--- src/rtl/cache_lru_pkg.sv ---
// Shared defaults and FSM state type for the cache LRU update scheduler.
package cache_lru_pkg;

    localparam int SET_W_DEF = 11;
    localparam int WAY_W_DEF = 2;

    typedef enum logic {
        IDLE     = 1'b0,
        MISS_UPD = 1'b1
    } sched_state_t;

endpackage

--- src/rtl/cache_lru_req_arb.sv ---
// Two-requester arbiter for the LRU scheduler.
// CACHE_LRU_SCHED_RR_EN selects round-robin; otherwise requester 0 has fixed priority.
module cache_lru_req_arb (
`ifdef CACHE_LRU_SCHED_RR_EN
    input  logic       main_clk,
    input  logic       rst,
`endif
    input  logic [1:0] req_valid,
    input  logic       enable,
    output logic [1:0] grant
);

`ifdef CACHE_LRU_SCHED_RR_EN
    logic last_port;

    // On contention the requester that was not granted last time wins.
    always_comb begin
        grant = 2'b00;
        if (enable) begin
            case (req_valid)
                2'b01:   grant = 2'b01;
                2'b10:   grant = 2'b10;
                2'b11:   grant = last_port ? 2'b01 : 2'b10;
                default: grant = 2'b00;
            endcase
        end
    end

    always_ff @(posedge main_clk or posedge rst) begin
        if (rst) begin
            last_port <= 1'b0;
        end else if (grant != 2'b00) begin
            last_port <= grant[1];
        end
    end
`else
    always_comb begin
        grant = 2'b00;
        if (enable) begin
            if (req_valid[0]) begin
                grant = 2'b01;
            end else if (req_valid[1]) begin
                grant = 2'b10;
            end
        end
    end
`endif

endmodule

--- src/rtl/cache_lru_scheduler.sv ---
// Schedules hit/miss LRU updates from two requesters onto one LRU store port.
// Arbitration policy is chosen by CACHE_LRU_SCHED_RR_EN (round-robin when defined).
module cache_lru_scheduler
    import cache_lru_pkg::*;
#(
    parameter int SET_W = SET_W_DEF,
    parameter int WAY_W = WAY_W_DEF
) (
    input  logic             main_clk,
    input  logic             rst,
    input  logic [1:0]       req_valid,
    output logic [1:0]       req_ready,
    input  logic [SET_W-1:0] req_set0,
    input  logic [SET_W-1:0] req_set1,
    input  logic [1:0]       req_hit,
    input  logic [WAY_W-1:0] req_way0,
    input  logic [WAY_W-1:0] req_way1,
    output logic             rsp_valid,
    output logic             rsp_port,
    output logic [WAY_W-1:0] rsp_way,
    output logic [SET_W-1:0] lru_addr,
    output logic [WAY_W-1:0] lru_used_index,
    output logic             lru_enable_write,
    input  logic [WAY_W-1:0] lru_least_used_index
);

    sched_state_t     state;
    logic [SET_W-1:0] miss_set;
    logic             miss_port;
    logic [1:0]       grant;
    logic             accept;
    logic             sel_port;
    logic [SET_W-1:0] sel_set;
    logic             sel_hit;
    logic [WAY_W-1:0] sel_way;

    cache_lru_req_arb u_arb (
`ifdef CACHE_LRU_SCHED_RR_EN
        .main_clk  (main_clk),
        .rst       (rst),
`endif
        .req_valid (req_valid),
        .enable    (state == IDLE),
        .grant     (grant)
    );

    assign req_ready = grant;
    assign accept    = |grant;

    // Grant is one-hot, so its upper bit names the selected requester.
    always_comb begin
        sel_port = grant[1];
        sel_set  = sel_port ? req_set1 : req_set0;
        sel_way  = sel_port ? req_way1 : req_way0;
        sel_hit  = req_hit[sel_port];
    end

    // A miss reads the victim in the accept cycle and writes it back the next cycle.
    always_comb begin
        lru_addr         = '0;
        lru_used_index   = '0;
        lru_enable_write = 1'b0;
        if (state == MISS_UPD) begin
            lru_addr         = miss_set;
            lru_used_index   = lru_least_used_index;
            lru_enable_write = 1'b1;
        end else if (accept) begin
            lru_addr = sel_set;
            if (sel_hit) begin
                lru_used_index   = sel_way;
                lru_enable_write = 1'b1;
            end
        end
    end

    always_ff @(posedge main_clk or posedge rst) begin
        if (rst) begin
            state     <= IDLE;
            rsp_valid <= 1'b0;
            rsp_port  <= 1'b0;
            rsp_way   <= '0;
            miss_set  <= '0;
            miss_port <= 1'b0;
        end else begin
            rsp_valid <= 1'b0;
            case (state)
                IDLE: begin
                    if (accept) begin
                        if (sel_hit) begin
                            rsp_valid <= 1'b1;
                            rsp_port  <= sel_port;
                            rsp_way   <= sel_way;
                        end else begin
                            miss_set  <= sel_set;
                            miss_port <= sel_port;
                            state     <= MISS_UPD;
                        end
                    end
                end
                MISS_UPD: begin
                    rsp_valid <= 1'b1;
                    rsp_port  <= miss_port;
                    rsp_way   <= lru_least_used_index;
                    state     <= IDLE;
                end
                default: state <= IDLE;
            endcase
        end
    end

endmodule

--- config.mk ---
export PLATFORM = sky130hd
export DESIGN_NAME = cache_lru_scheduler
export DESIGN_NICKNAME = d
export VERILOG_FILES = /design/src/rtl/cache_lru_pkg.sv /design/src/rtl/cache_lru_req_arb.sv /design/src/rtl/cache_lru_scheduler.sv
export SDC_FILE = /design/constraint.sdc
export NUM_CORES = 1
export LEC_CHECK = 0
export ABC_AREA = 1
export BUFFER_PORTS_ARGS = -buffer_cell sky130_fd_sc_hd__clkbuf_2
export CORE_MARGIN = 8
export CORE_UTILIZATION = 41
export DETAILED_ROUTE_END_ITERATION = 8
export GPL_TIMING_DRIVEN = 0
export PLACE_DENSITY = 0.73
export SYNTH_ARGS = -nofsm -noshare
export SYNTH_HDL_FRONTEND = slang
export SYNTH_HIERARCHICAL = 1
export SYNTH_SLANG_ARGS = --single-unit
--- constraint.sdc ---
create_clock -name main_clk -period 2.21 [get_ports main_clk]
set_clock_uncertainty 0.2 [all_clocks]
set_input_delay 0.442 -clock main_clk [delete_from_list [all_inputs] [get_ports main_clk]]
set_output_delay 0.442 -clock main_clk [all_outputs]
set_load 0.03 [all_outputs]
==> results of run 1 <==
[how the worst min path moves through the flow]
stage | startpoint | endpoint | slack (ps) | cells after the start
floorplan | rst | miss_port$_DFFE_PP0P_ | 170 | 1
global placement | miss_port$_DFFE_PP0P_ | miss_port$_DFFE_PP0P_ | 250 | 2
detailed placement | miss_set[10]$_DFFE_PP0P_ | miss_set[10]$_DFFE_PP0P_ | 260 | 2
CTS | req_set1[3] | miss_set[3]$_DFFE_PP0P_ | 270 | 5
global route | req_set1[2] | miss_set[2]$_DFFE_PP0P_ | 290 | 5
finish | req_set0[9] | miss_set[9]$_DFFE_PP0P_ | 250 | 5
[stage by stage]
stage / hold slack (ps) / cell area [µm²] / util [%]
2_1_floorplan: 168 / 1210 / -
3_3_place_gp: 254 / 1510 / 61.0
3_5_place_dp: 259 / 1510 / 61.0
4_1_cts: 270 / 1870 / 75.6
5_1_grt: 287 / 1940 / 78.4
6_report: 252 / 1940 / 78.4
[cells in the mapped netlist]
master	count	share of area, %
nor2_2	2	1.2
inv_2	2	0.70
clkbuf_1	1	0.35
nand2_1	128	44
buf_2	5	2.3
nand3_1	5	2.3
nor2_4	2	2.1
nand2_4	1	1.0
nand2_2	1	0.58
dfrtp_1	17	39
inv_1	10	3.5
buf_6	2	2.1
[worst max-delay path, cell delays in order (launching register included)]
cell and delay, ps:
dfrtp_2 460, inv_8 70, nand2_4 40, nor2_4 90, buf_6 150, inv_4 70
nand2_4 80, nand2_4 70, nand2_4 80, nand2_4 70, nand2_4 80, inv_6 30
clkbuf_8 140
[report_power, final]
group | total (mW) | leakage, nW | switching, mW | internal [mW]
combinational | 0.810 | 0.909 | 0.465 | 0.345
sequential | 0.451 | 0.212 | 0.0503 | 0.401
clock | 0.173 | 0.0177 | 0.105 | 0.0677
total | 1.43 | 1.14 | 0.620 | 0.814
[state kept, by name (all words and copies together) (netlist names)]
register and count:
state 1, rsp_valid 1, rsp_port 1, miss_set 11
rsp_way 2, miss_port 1
[layout make-up]
class	instances	area share, %
clock inverter	1	0.258
inverter	12	3.22
tap	30	1.93
sequential	17	22.0
buffer	7	3.61
timing repair buffer	72	29.2
clock buffer	3	1.16
multi-input combinational	139	38.7
[metal layers]
layer	up-vias	GRT usage [%]	part of all wire [%]
met5	-	0	0
met2	37	29.6	55
met3	2	4.80	5.9
met4	0	2.09	0.19
met1	604	19.1	39
li1	667	-	-
[cell families after synthesis]
group,after synthesis
buf+inv,20
simple gates,139
flops,17
[timing repair]
action	CTS	global route
cloned	1	0
setup endpoints to repair	14	15
resized for setup	58	25
buffers inserted	13	4
pin swaps	8	7
hold endpoints to repair	10	0
hold buffers	1	0
==> impl_metrics.tcl, run 1 <==
set metrics [dict create \
    status "finished, violations left" \
    violations "negative setup slack" \
    hold_class "primary input to flop" \
    worstPathMaxFanout 6 \
    htreeDepth 1 \
    end_kind "output pin" \
    setup_viol 15 \
    synth_seq_cells 17 \
    antenna_found_initial 0 \
    cts_buffer_depth 2 \
    crit_required_ps 1570 \
    total_power_mw 1.43 \
    port_buffers 53 \
    dp_slack_ps -159 \
    hold_viol 0 \
    clk_pin_slew_worst_paths_ps 110 \
    fmax_ghz 0.419 \
    wl_per_cell_um 13.2 \
    cts_inserted_buffers 3 \
    synth_xor_area_share_pct 0 \
    regToRegSetupSlack_ps 290 \
    drtIter0Drc 65 \
    drt-total-wl_um 3710 \
    layout_commonest_cell "nand2_1" \
    peakVddDrop_mv 0.686 \
    grt_pass1_wl_um 5890 \
    coreArea_um2 2480 \
    root_buffer "clkbuf_4" \
    overflow 0 \
    crit_type "flop to output pin" \
    hpwl_um 2270 \
    rsz0062_at_grt "true" \
    ys_types 12 \
    seq_area_um2 427 \
    critPathLaunch "state$_DFF_PP0_" \
    fin_setup_tns_ps -2230 \
    place_inst 259 \
    drv_cap 0 \
    grt_pass1_vias 1301 \
    drc 0 \
    die-area_um2 4530 \
    worstReg2RegEnd "miss_set[3]$_DFFE_PP0P_" \
    layout.cells.non_filler 281 \
    cts_sinks 17 \
    postSynthCellCount 176 \
    avgSynthCellArea_um2 6.14 \
    first_pass_iters 4 \
    reg2reg_depth 11 \
    power_leakage_nw 1.14 \
    fin_crit_sh_pct 108 \
    multi_input_area_um2 751 \
    p_per_area_nw_per_um2 738 \
    slew_viol_final 0 \
    grtUsageTotal_pct 16.4 \
    fin_ws_ps -178 \
    synthMuxAreaShare_pct 0 \
    most-common-layout-cells "nand2_1 (93), clkbuf_2 (39), nand2_4 (19)" \
    die_h_um 67.3 \
    cp_data_arrival_time_ps 1750 \
    critPathCapture "lru_used_index[0]" \
    cp-start-kind "flop" \
    yosys_warnings 6 \
    place_congestion 0.790 \
    grt_start_max_net_pins 18 \
    tritoncts "done" \
    n_antenna_cell 0 \
    synth_nets 210 \
    synth_top_family_by_area "simple AND/OR/NAND/NOR gates" \
    num_vias 1310 \
    area.growth.synth_to_final_pct 79.8 \
    die_x_um 67.3 \
    tightest_slew_ps 620 \
    start_util_pct 43.6 \
    ant_nets 0 \
    nNetsFinal 286 \
    drive_gt1_share_pct 51.4 \
    r2r_start "state$_DFF_PP0_" \
    rows 18 \
    clk_latency_ps 310 \
    synth_compound_area_share_pct 0 \
    min_period_ps 2390 \
    synth_seq_area_share_pct 39.4 \
    slew_headroom_pct 58.6 \
    synthAdderAreaFrac_pct 0 \
    fill_cells 189 \
    viasPerCell 4.66 \
    ios 54 \
    synth_area_um2 1080 \
    synth-simple-area-share_pct 51.7 \
]
Power figures use the tool's default switching activity.
==> run 2: changes to the inputs <==
REMOVE_ABC_BUFFERS = 1   (was not set)
==> run 2 against run 1 <==
The run ends with negative hold slack, negative setup slack left; routed wire length shrank 5.6%; die area unchanged; largest cell class unchanged; global-route usage decreased by 1.1 points; register-to-register slack got worse by 110 ps; final cell count down 3.9%.
==> impl_metrics.tcl, run 2 (synthesis gave the netlist of run 1 again) <==
set metrics [dict create \
    tightest_slew_ps 619 \
    reg2reg_depth 10 \
    port_buffers 53 \
    rsz0062_at_grt "true" \
    cts_inserted_buffers 3 \
    crit_type "flop to output pin" \
    regMostFlops "miss_set" \
    tritoncts "done" \
    clk_latency_ps 280 \
    fin_ws_ps -123 \
    ios 54 \
    die-area_um2 4530 \
    slew_viol_final 0 \
    hold_class "primary input to async pin" \
    setup_viol 14 \
    violations "negative hold slack, negative setup slack" \
    power_leakage_nw 1.05 \
    grtUsageTotal_pct 15.2 \
    coreArea_um2 2480 \
    slew_headroom_pct 58.7 \
    area.growth.synth_to_final_pct 64.5 \
    nNetsFinal 275 \
    most-common-layout-cells "nand2_1 (95), clkbuf_2 (39), nand2_2 (28)" \
    place_congestion 0.728 \
    die_x_um 67.3 \
    fmax_ghz 0.429 \
    cp_data_arrival_time_ps 1690 \
    htreeDepth 1 \
    worstPathMaxFanout 7 \
    viasPerCell 4.82 \
    peakVddDrop_mv 0.583 \
    drc 0 \
    p_per_area_nw_per_um2 757 \
    hold_viol 8 \
    drive_gt1_share_pct 48.3 \
    overflow 0 \
    hpwl_um 2110 \
    ant_nets 0 \
    top_regs "miss_set (11), rsp_way (2)" \
    crit_required_ps 1570 \
    rows 18 \
    cts_sinks 17 \
    start_util_pct 43.6 \
    drtIter0Drc 57 \
    cts_buffer_depth 2 \
    first_pass_iters 4 \
    fin_crit_sh_pct 106 \
    die_h_um 67.3 \
    end_kind "output pin" \
    antenna_found_initial 0 \
    clk_pin_slew_worst_paths_ps 100 \
    grt_pass1_wl_um 5400 \
    root_buffer "clkbuf_4" \
    num_vias 1302 \
    grt_start_max_net_pins 18 \
    drv_cap 0 \
    layout_commonest_cell "nand2_1" \
    n_antenna_cell 0 \
    total_power_mw 1.35 \
    drt-total-wl_um 3500 \
    hold_slack_ps -16.1 \
    largest_register_ffs 11 \
    cp-start-kind "flop" \
    min_period_ps 2330 \
    wl_per_cell_um 13.0 \
    status "finished, violations left" \
    grt_pass1_vias 1215 \
]
-- run 2: cell types whose count changed in the layout (fill, tap and decap cells not counted), sizes merged --
cell / delta
buf: -7
clkinv: -1
clkbuf: -2
dlygate4sd3: -1
-- run 2: worst paths after layout --
| path | start | end | slack, ps |
|---|---|---|---|
| worst max-delay path | state$_DFF_PP0_ | lru_used_index[1] | -120 |
| worst min-delay path | rst | miss_set[5]$_DFFE_PP0P_ | -20 |
| worst max register to register | state$_DFF_PP0_ | miss_set[9]$_DFFE_PP0P_ | 180 |
| worst min register to register | miss_set[4]$_DFFE_PP0P_ | miss_set[4]$_DFFE_PP0P_ | 280 |
| max in group asynchronous | rst | state$_DFF_PP0_ | 1380 |
| min in group main_clk | req_set0[10] | miss_set[10]$_DFFE_PP0P_ | 260 |
-- run 2: stage by stage --
stage,area [µm²],cells,worst slack [ps],setup TNS (ps),util (%)
after floorplan,1030,168,-833,-13600,-
after global placement,1330,251,-1020,-28270,53.7
after detailed placement,1330,251,-1050,-27930,53.7
after CTS,1620,268,-122,-1360,65.6
after global routing,1780,270,-204,-2460,71.7
final,1780,270,-123,-1260,71.7
-- run 2: cell type report --
type	instances	area (µm²)
multi-input cells	139	689
clock buffers	4	26.3
well taps	30	37.5
fillers	205	701
flip-flops and latches	17	427
inverters	12	55.1
repair buffers	68	542
-- run 2: worst max-delay path: stages (launching register included) --
cell	delay (ps)
dfrtp_2	440
inv_4	80
nand2_4	50
nor2_4	100
buf_12	150
inv_8	60
nand2_8	70
nand2_4	70
nand2_4	70
nand2_4	70
nand2_4	70
inv_2	30
clkbuf_8	140
-- run 2: repair_timing --
item	in CTS	in global routing
pin swaps	8	17
resized for setup	47	53
hold buffers	0	0
buffers inserted	13	2
endpoints found under the setup margin	32	14
-- run 2: power breakdown --
part | total [mW] | internal, mW | switching, mW
logic | 0.725 | 0.297 | 0.428
registers | 0.454 | 0.401 | 0.0528
clock network | 0.167 | 0.0702 | 0.0964
total | 1.35 | 0.768 | 0.577
-- run 2: metal layers --
| layer | track usage [%] | routed length (µm) | vias to the layer above |
|---|---|---|---|
| met5 | 0 | 0 | - |
| met4 | 4.18 | 25 | 0 |
| met3 | 4.80 | 237 | 4 |
| met2 | 27.2 | 1880 | 39 |
| met1 | 17.0 | 1360 | 618 |
| li1 | - | - | 641 |
